<file path="src/rtl/safe_reset_sequencer.sv">
// safe_reset_sequencer: debounces clock-error flags and software requests into a staged
// main/peripheral reset, with ack timeout and retry-limited permanent lockout.
module safe_reset_sequencer #(
    parameter int DEBOUNCE    = 4,
    parameter int HOLD_CYCLES = 16,
    parameter int RELEASE_GAP = 8,
    parameter int ACK_TIMEOUT = 64,
    parameter int MAX_RETRY   = 3
) (
    input  logic       clk_safety_i,
    input  logic       rst_safety_i,
    input  logic       clk_main_error_i,
    input  logic       clk_safety_error_i,
    input  logic       sw_reset_req_i,
    input  logic       fault_clear_i,
    input  logic       main_rst_ack_i,
    output logic       rst_periph_req_o,
    output logic       rst_main_req_o,
    output logic       seq_busy_o,
    output logic       lockout_o,
    output logic [1:0] retry_cnt_o,
    output logic [2:0] cause_o
);
    localparam int TMAX = (ACK_TIMEOUT > HOLD_CYCLES) ?
                          ((ACK_TIMEOUT > RELEASE_GAP) ? ACK_TIMEOUT : RELEASE_GAP) :
                          ((HOLD_CYCLES > RELEASE_GAP) ? HOLD_CYCLES : RELEASE_GAP);
    localparam int TW = $clog2(TMAX) + 1;
    localparam int DW = $clog2(DEBOUNCE) + 1;

    typedef enum logic [2:0] {S_IDLE, S_DEB, S_WAIT, S_HOLD, S_RELEASE, S_LOCK} state_t;

    state_t        state, state_n;
    logic [DW-1:0] deb_cnt, deb_n;
    logic [TW-1:0] tmr, tmr_n;
    logic [1:0]    retry_n;
    logic [2:0]    cause_n;
    logic          err, trig;

    assign err = clk_main_error_i | clk_safety_error_i;

    always_comb begin
        state_n = state;
        deb_n   = deb_cnt;
        tmr_n   = tmr;
        retry_n = retry_cnt_o;
        cause_n = cause_o;
        trig    = 1'b0;
        case (state)
            S_IDLE: begin
                if (fault_clear_i) retry_n = '0;
                if (sw_reset_req_i || (err && DEBOUNCE == 1)) trig = 1'b1;
                else if (err) begin
                    state_n = S_DEB;
                    deb_n   = DW'(1);
                end
            end
            S_DEB: begin
                if (sw_reset_req_i || (err && deb_cnt == DW'(DEBOUNCE - 1))) trig = 1'b1;
                else if (err) deb_n = deb_cnt + 1'b1;
                else begin
                    state_n = S_IDLE;
                    deb_n   = '0;
                end
            end
            S_WAIT: begin
                if (main_rst_ack_i) begin
                    state_n = S_HOLD;
                    tmr_n   = '0;
                end else if (tmr == TW'(ACK_TIMEOUT)) state_n = S_LOCK;
                else tmr_n = tmr + 1'b1;
            end
            S_HOLD: begin
                if (tmr == TW'(HOLD_CYCLES - 1)) begin
                    state_n = S_RELEASE;
                    tmr_n   = '0;
                end else tmr_n = tmr + 1'b1;
            end
            S_RELEASE: begin
                if (tmr == TW'(RELEASE_GAP - 1)) begin
                    state_n = S_IDLE;
                    tmr_n   = '0;
                    retry_n = (retry_cnt_o == 2'd3) ? 2'd3 : retry_cnt_o + 2'd1;
                end else tmr_n = tmr + 1'b1;
            end
            default: ;
        endcase
        // a trigger checks the retry budget after any same-cycle clear has been applied
        if (trig) begin
            cause_n = {sw_reset_req_i, clk_safety_error_i, clk_main_error_i};
            state_n = (retry_n == 2'(MAX_RETRY)) ? S_LOCK : S_WAIT;
            tmr_n   = '0;
            deb_n   = '0;
        end
    end

    always_ff @(posedge clk_safety_i) begin
        if (rst_safety_i) begin
            state            <= S_IDLE;
            deb_cnt          <= '0;
            tmr              <= '0;
            rst_periph_req_o <= 1'b0;
            rst_main_req_o   <= 1'b0;
            seq_busy_o       <= 1'b0;
            lockout_o        <= 1'b0;
            retry_cnt_o      <= '0;
            cause_o          <= '0;
        end else begin
            state            <= state_n;
            deb_cnt          <= deb_n;
            tmr              <= tmr_n;
            rst_periph_req_o <= state_n inside {S_WAIT, S_HOLD, S_RELEASE, S_LOCK};
            rst_main_req_o   <= state_n inside {S_WAIT, S_HOLD, S_LOCK};
            seq_busy_o       <= state_n != S_IDLE;
            lockout_o        <= state_n == S_LOCK;
            retry_cnt_o      <= retry_n;
            cause_o          <= cause_n;
        end
    end
endmodule

</file>
<file path="config.mk">
export PLATFORM = sky130hd
export DESIGN_NAME = safe_reset_sequencer
export DESIGN_NICKNAME = d
export VERILOG_FILES = /design/src/rtl/safe_reset_sequencer.sv
export SDC_FILE = /design/constraint.sdc
export NUM_CORES = 1
export LEC_CHECK = 0
export CAP_MARGIN = 20
export CELL_PAD_IN_SITES_DETAIL_PLACEMENT = 0
export CELL_PAD_IN_SITES_GLOBAL_PLACEMENT = 2
export CORE_MARGIN = 1.5
export CORE_UTILIZATION = 32
export CTS_CLUSTER_DIAMETER = 60
export CTS_CLUSTER_SIZE = 30
export DETAILED_ROUTE_END_ITERATION = 6
export PLACE_DENSITY = 0.77
export REMOVE_ABC_BUFFERS = 1
export SYNTH_ARGS = -nofsm -noshare
export SYNTH_HDL_FRONTEND = slang
export SYNTH_SLANG_ARGS = --single-unit
export TNS_END_PERCENT = 30
</file>
<file path="constraint.sdc">
create_clock -name clk_safety_i -period 1.7 [get_ports clk_safety_i]
set_input_delay 0.17 -clock clk_safety_i [delete_from_list [all_inputs] [get_ports clk_safety_i]]
set_output_delay 0.17 -clock clk_safety_i [all_outputs]
set_load 0.03 [all_outputs]
</file>
Yosys cells after proc, flatten, opt, wreduce, memory -nomap -nowiden:

Cells that the tools add are included.

* register bits: 22
* output and inout bits: 9

* add/sub/neg operators: 3
* equal/unequal tests: 18
* mux-type cells: 28
* bitwise gates (word level): 1
* reductions and logical operators: 11

Operators with widths (count)
* $mux W3: 14
* $mux W7: 4
* $pmux W7 S3: 1
* $eq A3 B2 Y1 const B: 5
* $pmux W3 S5: 1
* $eq A3 B3 Y1 const B: 3
* $reduce_bool A3 Y1: 3
* $add A7 B1 Y7 const B: 1
* $eq A7 B3 Y1 const B: 1
* $eq A7 B4 Y1 const B: 1
* $eq A7 B7 Y1 const B: 1
* $mux W2: 3
* $ne A2 B2 Y1 const B: 3
* $pmux W3 S2: 1
* $eq A2 B2 Y1 const B: 2
* $pmux W2 S2: 1
* $reduce_and A4 Y1: 1
* $reduce_bool A4 Y1: 1
* $add A3 B1 Y3 const B: 1
* $eq A3 B1 Y1 const B: 1
* $logic_not A3 Y1: 1
* $ne A3 B3 Y1 const B: 1
* $add A2 B1 Y2 const B: 1
* $mux W1: 2
* other kinds (7): 7

Logic depth before layout (Yosys ltp):

* word-level depth: 9
* gate-level depth with buffers: 7
* gate-level depth less buffers: 7

Worst setup path before layout:

Ideal clock, no wire load.

* path type: reg2reg
* start point: register tmr[1]
* end point: register lockout_o
* setup time: 135 ps
* arrival: 1422 ps
* data required time: 1565 ps
* slack: 143 ps
* stages on the path, launching flop included: 6
* buffers on the path: 0
* cell sequence: dfxtp_1 -> ha_1 -> nor4b_4 -> nand4_2 -> a221oi_2 -> a221oi_1

* word-level cells in the longest chain between the ends: 7
* elaborated cells on any way between the ends: 14

Ends and longest elaborated chain
* start, declared: RTL line 34 `logic [TW-1:0] tmr, tmr_n;`
* start signal, assigned: RTL line 110 `tmr <= tmr_n;`
* $eq A7 B3 Y1: RTL line 79 `if (tmr == TW'(RELEASE_GAP - 1)) begin`
* $mux W2: RTL line 79
* $pmux W2 S2: RTL line 48 `case (state)`
* $eq A2 B2 Y1: RTL line 90 `state_n = (retry_n == 2'(MAX_RETRY)) ? S_LOCK : S_WAIT;`
* $mux W3: RTL line 90
* $mux W3 (*): RTL line 88 `if (trig) begin`
* $eq A3 B3 Y1 (*): RTL line 114 `lockout_o <= state_n == S_LOCK;`
* end signal, assigned: RTL line 104 `lockout_o <= 1'b0;`
* end signal, assigned: RTL line 114
* end, declared: RTL line 20 `output logic lockout_o,`

Every way passes the cells marked *; elsewhere a longest branch is shown, timed or not.
A chain may end at the register's enable or synchronous reset.

Final worst setup path:

* start point: register tmr[0]
* end point: register state[2]

* word-level cells in the longest chain between the ends: 6
* elaborated cells on any way between the ends: 13

Ends and longest elaborated chain
* $eq A7 B3 Y1: RTL line 79
* $mux W2: RTL line 79
* $pmux W2 S2: RTL line 48
* $eq A2 B2 Y1: RTL line 90
* $mux W3: RTL line 90
* $mux W3 (*): RTL line 88
* end signal, assigned: RTL line 108 `state <= state_n;`
* end, declared: RTL line 32 `state_t state, state_n;`

Marked as above.

==> metrics.txt <==
# TYPE chip_impl_metric gauge
chip_impl_metric{name="rows",unit=""} 22
chip_impl_metric{name="critical_path.max_fanout",unit=""} 3
chip_impl_metric{name="non_filler_instance_count_after_layout",unit=""} 230
chip_impl_info{name="grt_setup_unrepaired",value="yes"} 1
chip_impl_info{name="clock_tree_from_tritoncts",value="yes"} 1
chip_impl_metric{name="sequential_power_share",unit="%"} 48.5
chip_impl_info{name="end_kind",value="register"} 1
chip_impl_metric{name="track_usage",unit="%"} 14.3
chip_impl_metric{name="clock_insertion_delay_worst_skew",unit="ns"} 0.26
chip_impl_info{name="clock_tree_root",value="sky130_fd_sc_hd__clkbuf_8"} 1
chip_impl_metric{name="dpl.cell_count",unit=""} 224
chip_impl_metric{name="worst_clock_skew",unit="ns"} 0.00254
chip_impl_metric{name="route.antenna.remaining_nets",unit=""} 0
chip_impl_metric{name="synth_enable_flop_cells",unit=""} 0
chip_impl_metric{name="timing.critical_path.arrival",unit="ns"} 1.81
chip_impl_metric{name="critical_path_required",unit="ns"} 1.85
chip_impl_metric{name="area.sequential",unit="sq um"} 443
chip_impl_metric{name="synth_sequential_area_ratio",unit="%"} 36.6
chip_impl_metric{name="totalPowerFinal",unit="uW"} 1130
chip_impl_metric{name="min_period_over_period",unit="%"} 97.7
chip_impl_metric{name="worst_setup_margin",unit="ns"} 0.0393
chip_impl_metric{name="die_y",unit="microns"} 64.3
chip_impl_metric{name="drtPass1Iterations",unit=""} 4
chip_impl_metric{name="numPortBuffers",unit=""} 15
chip_impl_metric{name="drc",unit=""} 0
chip_impl_metric{name="preCtsSetupSlack",unit="ns"} -0.125
chip_impl_metric{name="vias_in_the_first_global_route",unit=""} 1043
chip_impl_metric{name="max_clock_freq",unit="MHz"} 602
chip_impl_metric{name="power_switching_share",unit="%"} 25.8
chip_impl_metric{name="clockBufferDepth",unit=""} 2
chip_impl_metric{name="multi_input_area",unit="sq um"} 777
chip_impl_metric{name="clock-sinks",unit=""} 22
chip_impl_metric{name="utilization",unit="%"} 47.5
chip_impl_metric{name="placeableCoreArea",unit="sq um"} 3630
chip_impl_metric{name="synthDistinctLibCells",unit=""} 40
chip_impl_metric{name="dieArea",unit="sq um"} 4130
chip_impl_metric{name="netSwitchingPower",unit="uW"} 291
chip_impl_metric{name="grt_antenna_before_repair",unit=""} 0
chip_impl_metric{name="timing.final.crit_period",unit="ns"} 1.66
chip_impl_metric{name="slowest_delay",unit="ns"} 0.37
chip_impl_metric{name="synthesis.instances",unit=""} 139
chip_impl_metric{name="asyncSetResetFlopFracSynth",unit="%"} 0
chip_impl_metric{name="clockPowerShare",unit="%"} 33.5
chip_impl_metric{name="wl",unit="microns"} 2790
chip_impl_info{name="hold_path.class",value="reg -> reg"} 1
chip_impl_metric{name="p_comb_share",unit="%"} 18.0
chip_impl_metric{name="synth.avg_cell_area",unit="sq um"} 8.65
chip_impl_metric{name="n_antenna_cell",unit=""} 0
chip_impl_metric{name="grt_first_pass_wirelength",unit="microns"} 4710
chip_impl_metric{name="cts-hold-fix-buffers",unit=""} 0
chip_impl_metric{name="overflow",unit=""} 0
chip_impl_metric{name="pin_count_of_the_biggest_net_entering_global_routing",unit=""} 14
chip_impl_metric{name="internal_cell_power",unit="uW"} 836
chip_impl_info{name="run_status",value="completed"} 1
chip_impl_metric{name="pin_count",unit=""} 16
chip_impl_metric{name="clock_tree.htree_level_count",unit=""} 1
chip_impl_metric{name="gp_congestion",unit=""} 0.898
chip_impl_metric{name="area_growth_syn_to_layout",unit="%"} 43.5
chip_impl_metric{name="fillerInstances",unit=""} 360
chip_impl_metric{name="nNetsFinal",unit=""} 194
chip_impl_info{name="timing.critical_path.from_type",value="register"} 1
chip_impl_metric{name="cts_made_buffers",unit=""} 3
chip_impl_metric{name="total_leakage_power",unit="uW"} 0.000683
chip_impl_metric{name="max_slew_violations",unit=""} 0
chip_impl_metric{name="clk_pin_slew_worst_paths",unit="ns"} 0.08
chip_impl_metric{name="cellPowerDensity",unit="nW/um^2"} 653
chip_impl_info{name="critical_path.top_delay_family",value="simple AND/OR/NAND/NOR gates"} 1
chip_impl_metric{name="post_route_cells_drive_above_1_share",unit="%"} 28.6
chip_impl_metric{name="initial_core_util",unit="%"} 33.1
chip_impl_metric{name="buffer_and_inverter_count_on_the_worst_path",unit=""} 2
chip_impl_metric{name="dr_total_vias",unit=""} 1131
chip_impl_metric{name="maxCapViolCount",unit=""} 0
chip_impl_metric{name="chipWidth",unit="microns"} 64.3
chip_impl_metric{name="wl_per_cell",unit="microns"} 12.1
chip_impl_metric{name="yosys_warnings",unit=""} 0
chip_impl_info{name="synth_ff_type",value="sky130_fd_sc_hd__dfxtp_1"} 1
chip_impl_metric{name="via_per_inst",unit=""} 4.92
chip_impl_info{name="cp_cell_sequence",value="inv_1, ha_1, and4bb_2, nand2_2, o31ai_4, buf_4, a221oi_1, nor2_1"} 1
chip_impl_metric{name="dr.first_iter.drc_count",unit=""} 83
chip_impl_metric{name="slew_headroom",unit="%"} 73.0
chip_impl_metric{name="mappedNetlistArea",unit="sq um"} 1200
chip_impl_metric{name="final_number_of_hold_violating_endpoints",unit=""} 0
chip_impl_metric{name="irDropWorstVdd",unit="mV"} 0.319
chip_impl_metric{name="finalSetupTns",unit="ns"} 0
chip_impl_metric{name="worstMarginPinSlew",unit="ns"} 0.403
chip_impl_info{name="critical_path_class",value="reg -> reg"} 1
chip_impl_info{name="timing.critical_path.slowest_stage_cell",value="sky130_fd_sc_hd__dfxtp_2"} 1
chip_impl_metric{name="synth_seq_cells",unit=""} 22
chip_impl_metric{name="setup_viol",unit=""} 0
chip_impl_metric{name="hpwlAfterDp",unit="microns"} 2130
[layout make-up]
type | instances | share of cell area (%)
clock buffer | 4 | 3.19
inverter | 6 | 1.31
multi-input combinational | 106 | 45.0
sequential | 22 | 25.7
tap | 48 | 3.48
timing repair buffer | 44 | 21.3
[per-stage QoR]
| step | hold WS, ns | instance area [sq um] |
|---|---|---|
| 6_report | 0.501 | 1730 |
| 5_1_grt | 0.539 | 1730 |
| 4_1_cts | 0.507 | 1630 |
| 3_5_place_dp | 0.487 | 1580 |
| 3_3_place_gp | 0.478 | 1580 |
| 2_1_floorplan | 0.239 | 1160 |
[sequential cells by signal, indices dropped and copies added (netlist names)]
name / count
cause_o: 3
seq_busy_o: 1
deb_cnt: 3
lockout_o: 1
rst_main_req_o: 1
rst_periph_req_o: 1
state: 3
retry_cnt_o: 2
tmr: 7
[per-layer routing]
layer | routed length, microns | GRT usage (%)
met4 | 23 | 4.79
met5 | 0 | 0
met1 | 1290 | 18.5
met3 | 89 | 2.29
met2 | 1390 | 24.1
[power groups by stage]
stage / Clock (uW) / Combinational (uW) / Sequential [uW]
floorplan: 0 / 73.7 / 580
global placement: 0 / 188 / 557
detailed placement: 0 / 187 / 557
CTS: 391 / 189 / 545
global route: 414 / 221 / 549
finish: 377 / 203 / 546
[cells in the final DEF (no fill, tap or decap), types with 2 or more instances in the layout]
cell type,n
sky130_fd_sc_hd__clkbuf_8,4
sky130_fd_sc_hd__a21oi_1,6
sky130_fd_sc_hd__a221oi_1,2
sky130_fd_sc_hd__nor2_2,2
sky130_fd_sc_hd__nor2_1,25
sky130_fd_sc_hd__nand3_1,2
sky130_fd_sc_hd__dfxtp_2,2
sky130_fd_sc_hd__nor3_1,4
sky130_fd_sc_hd__o22ai_1,2
sky130_fd_sc_hd__dfxtp_1,20
sky130_fd_sc_hd__nand2_1,6
sky130_fd_sc_hd__buf_4,29
sky130_fd_sc_hd__o21ai_0,6
sky130_fd_sc_hd__mux2i_1,5
sky130_fd_sc_hd__xor2_1,4
sky130_fd_sc_hd__a31oi_1,2
sky130_fd_sc_hd__inv_1,6
sky130_fd_sc_hd__nand4_1,4
sky130_fd_sc_hd__ha_1,3
sky130_fd_sc_hd__nor3b_1,5
sky130_fd_sc_hd__clkdlybuf4s50_1,15
sky130_fd_sc_hd__xnor2_1,2
[cells by family (layout without fill, tap and decap cells)]
logic type | Yosys count | after routing | synth area share (%)
AND/OR/NAND/NOR | 59 | 59 | 26.5
AO/OA/AOI/OAI | 32 | 32 | 19.1
XOR/XNOR | 6 | 6 | 4.37
multiplexers | 5 | 5 | 4.16
buffers and inverters | 11 | 54 | 4.99
flip-flops | 22 | 22 | 36.6
adder cells (fa/ha/maj) | 4 | 4 | 4.16
[cells in the mapped netlist, types with 3 or more instances]
| master | number | area share [%] |
|---|---|---|
| sky130_fd_sc_hd__inv_1 | 6 | 1.9 |
| sky130_fd_sc_hd__mux2i_1 | 5 | 4.2 |
| sky130_fd_sc_hd__nand2_1 | 7 | 2.2 |
| sky130_fd_sc_hd__nor3_1 | 4 | 1.7 |
| sky130_fd_sc_hd__xor2_1 | 4 | 2.9 |
| sky130_fd_sc_hd__ha_1 | 4 | 4.2 |
| sky130_fd_sc_hd__nor2_1 | 27 | 8.4 |
| sky130_fd_sc_hd__a31oi_1 | 3 | 1.6 |
| sky130_fd_sc_hd__nand4_1 | 4 | 2.1 |
| sky130_fd_sc_hd__o21ai_0 | 7 | 2.9 |
| sky130_fd_sc_hd__nor3b_1 | 5 | 3.1 |
| sky130_fd_sc_hd__a21oi_1 | 7 | 2.9 |
| sky130_fd_sc_hd__dfxtp_1 | 22 | 37 |
[path summary, 6_finish.rpt]
kind	cells after the start	to	slack, ns	start
setup / recovery	8	state[2]$_SDFF_PP0_	0.04	tmr[0]$_SDFFE_PP0P_
hold / removal	2	cause_o[1]$_SDFFE_PP0P_	0.50	cause_o[1]$_SDFFE_PP0P_
setup reg to reg	8	state[2]$_SDFF_PP0_	0.04	tmr[0]$_SDFFE_PP0P_
hold reg to reg	2	cause_o[1]$_SDFFE_PP0P_	0.50	cause_o[1]$_SDFFE_PP0P_
[what timing repair did]
action / CTS / global route
hold endpoints to repair: 0 / 0
buffers inserted: 0 / 2
resized for setup: 0 / 17
endpoints found under the setup margin: 0 / 15
[tightest hold or removal path, cell delays in order, from the launching register on]
cell	delay, ns
sky130_fd_sc_hd__dfxtp_1	0.33
sky130_fd_sc_hd__mux2i_1	0.07
sky130_fd_sc_hd__nor2_1	0.07
(Power assumes the default switching activity.)
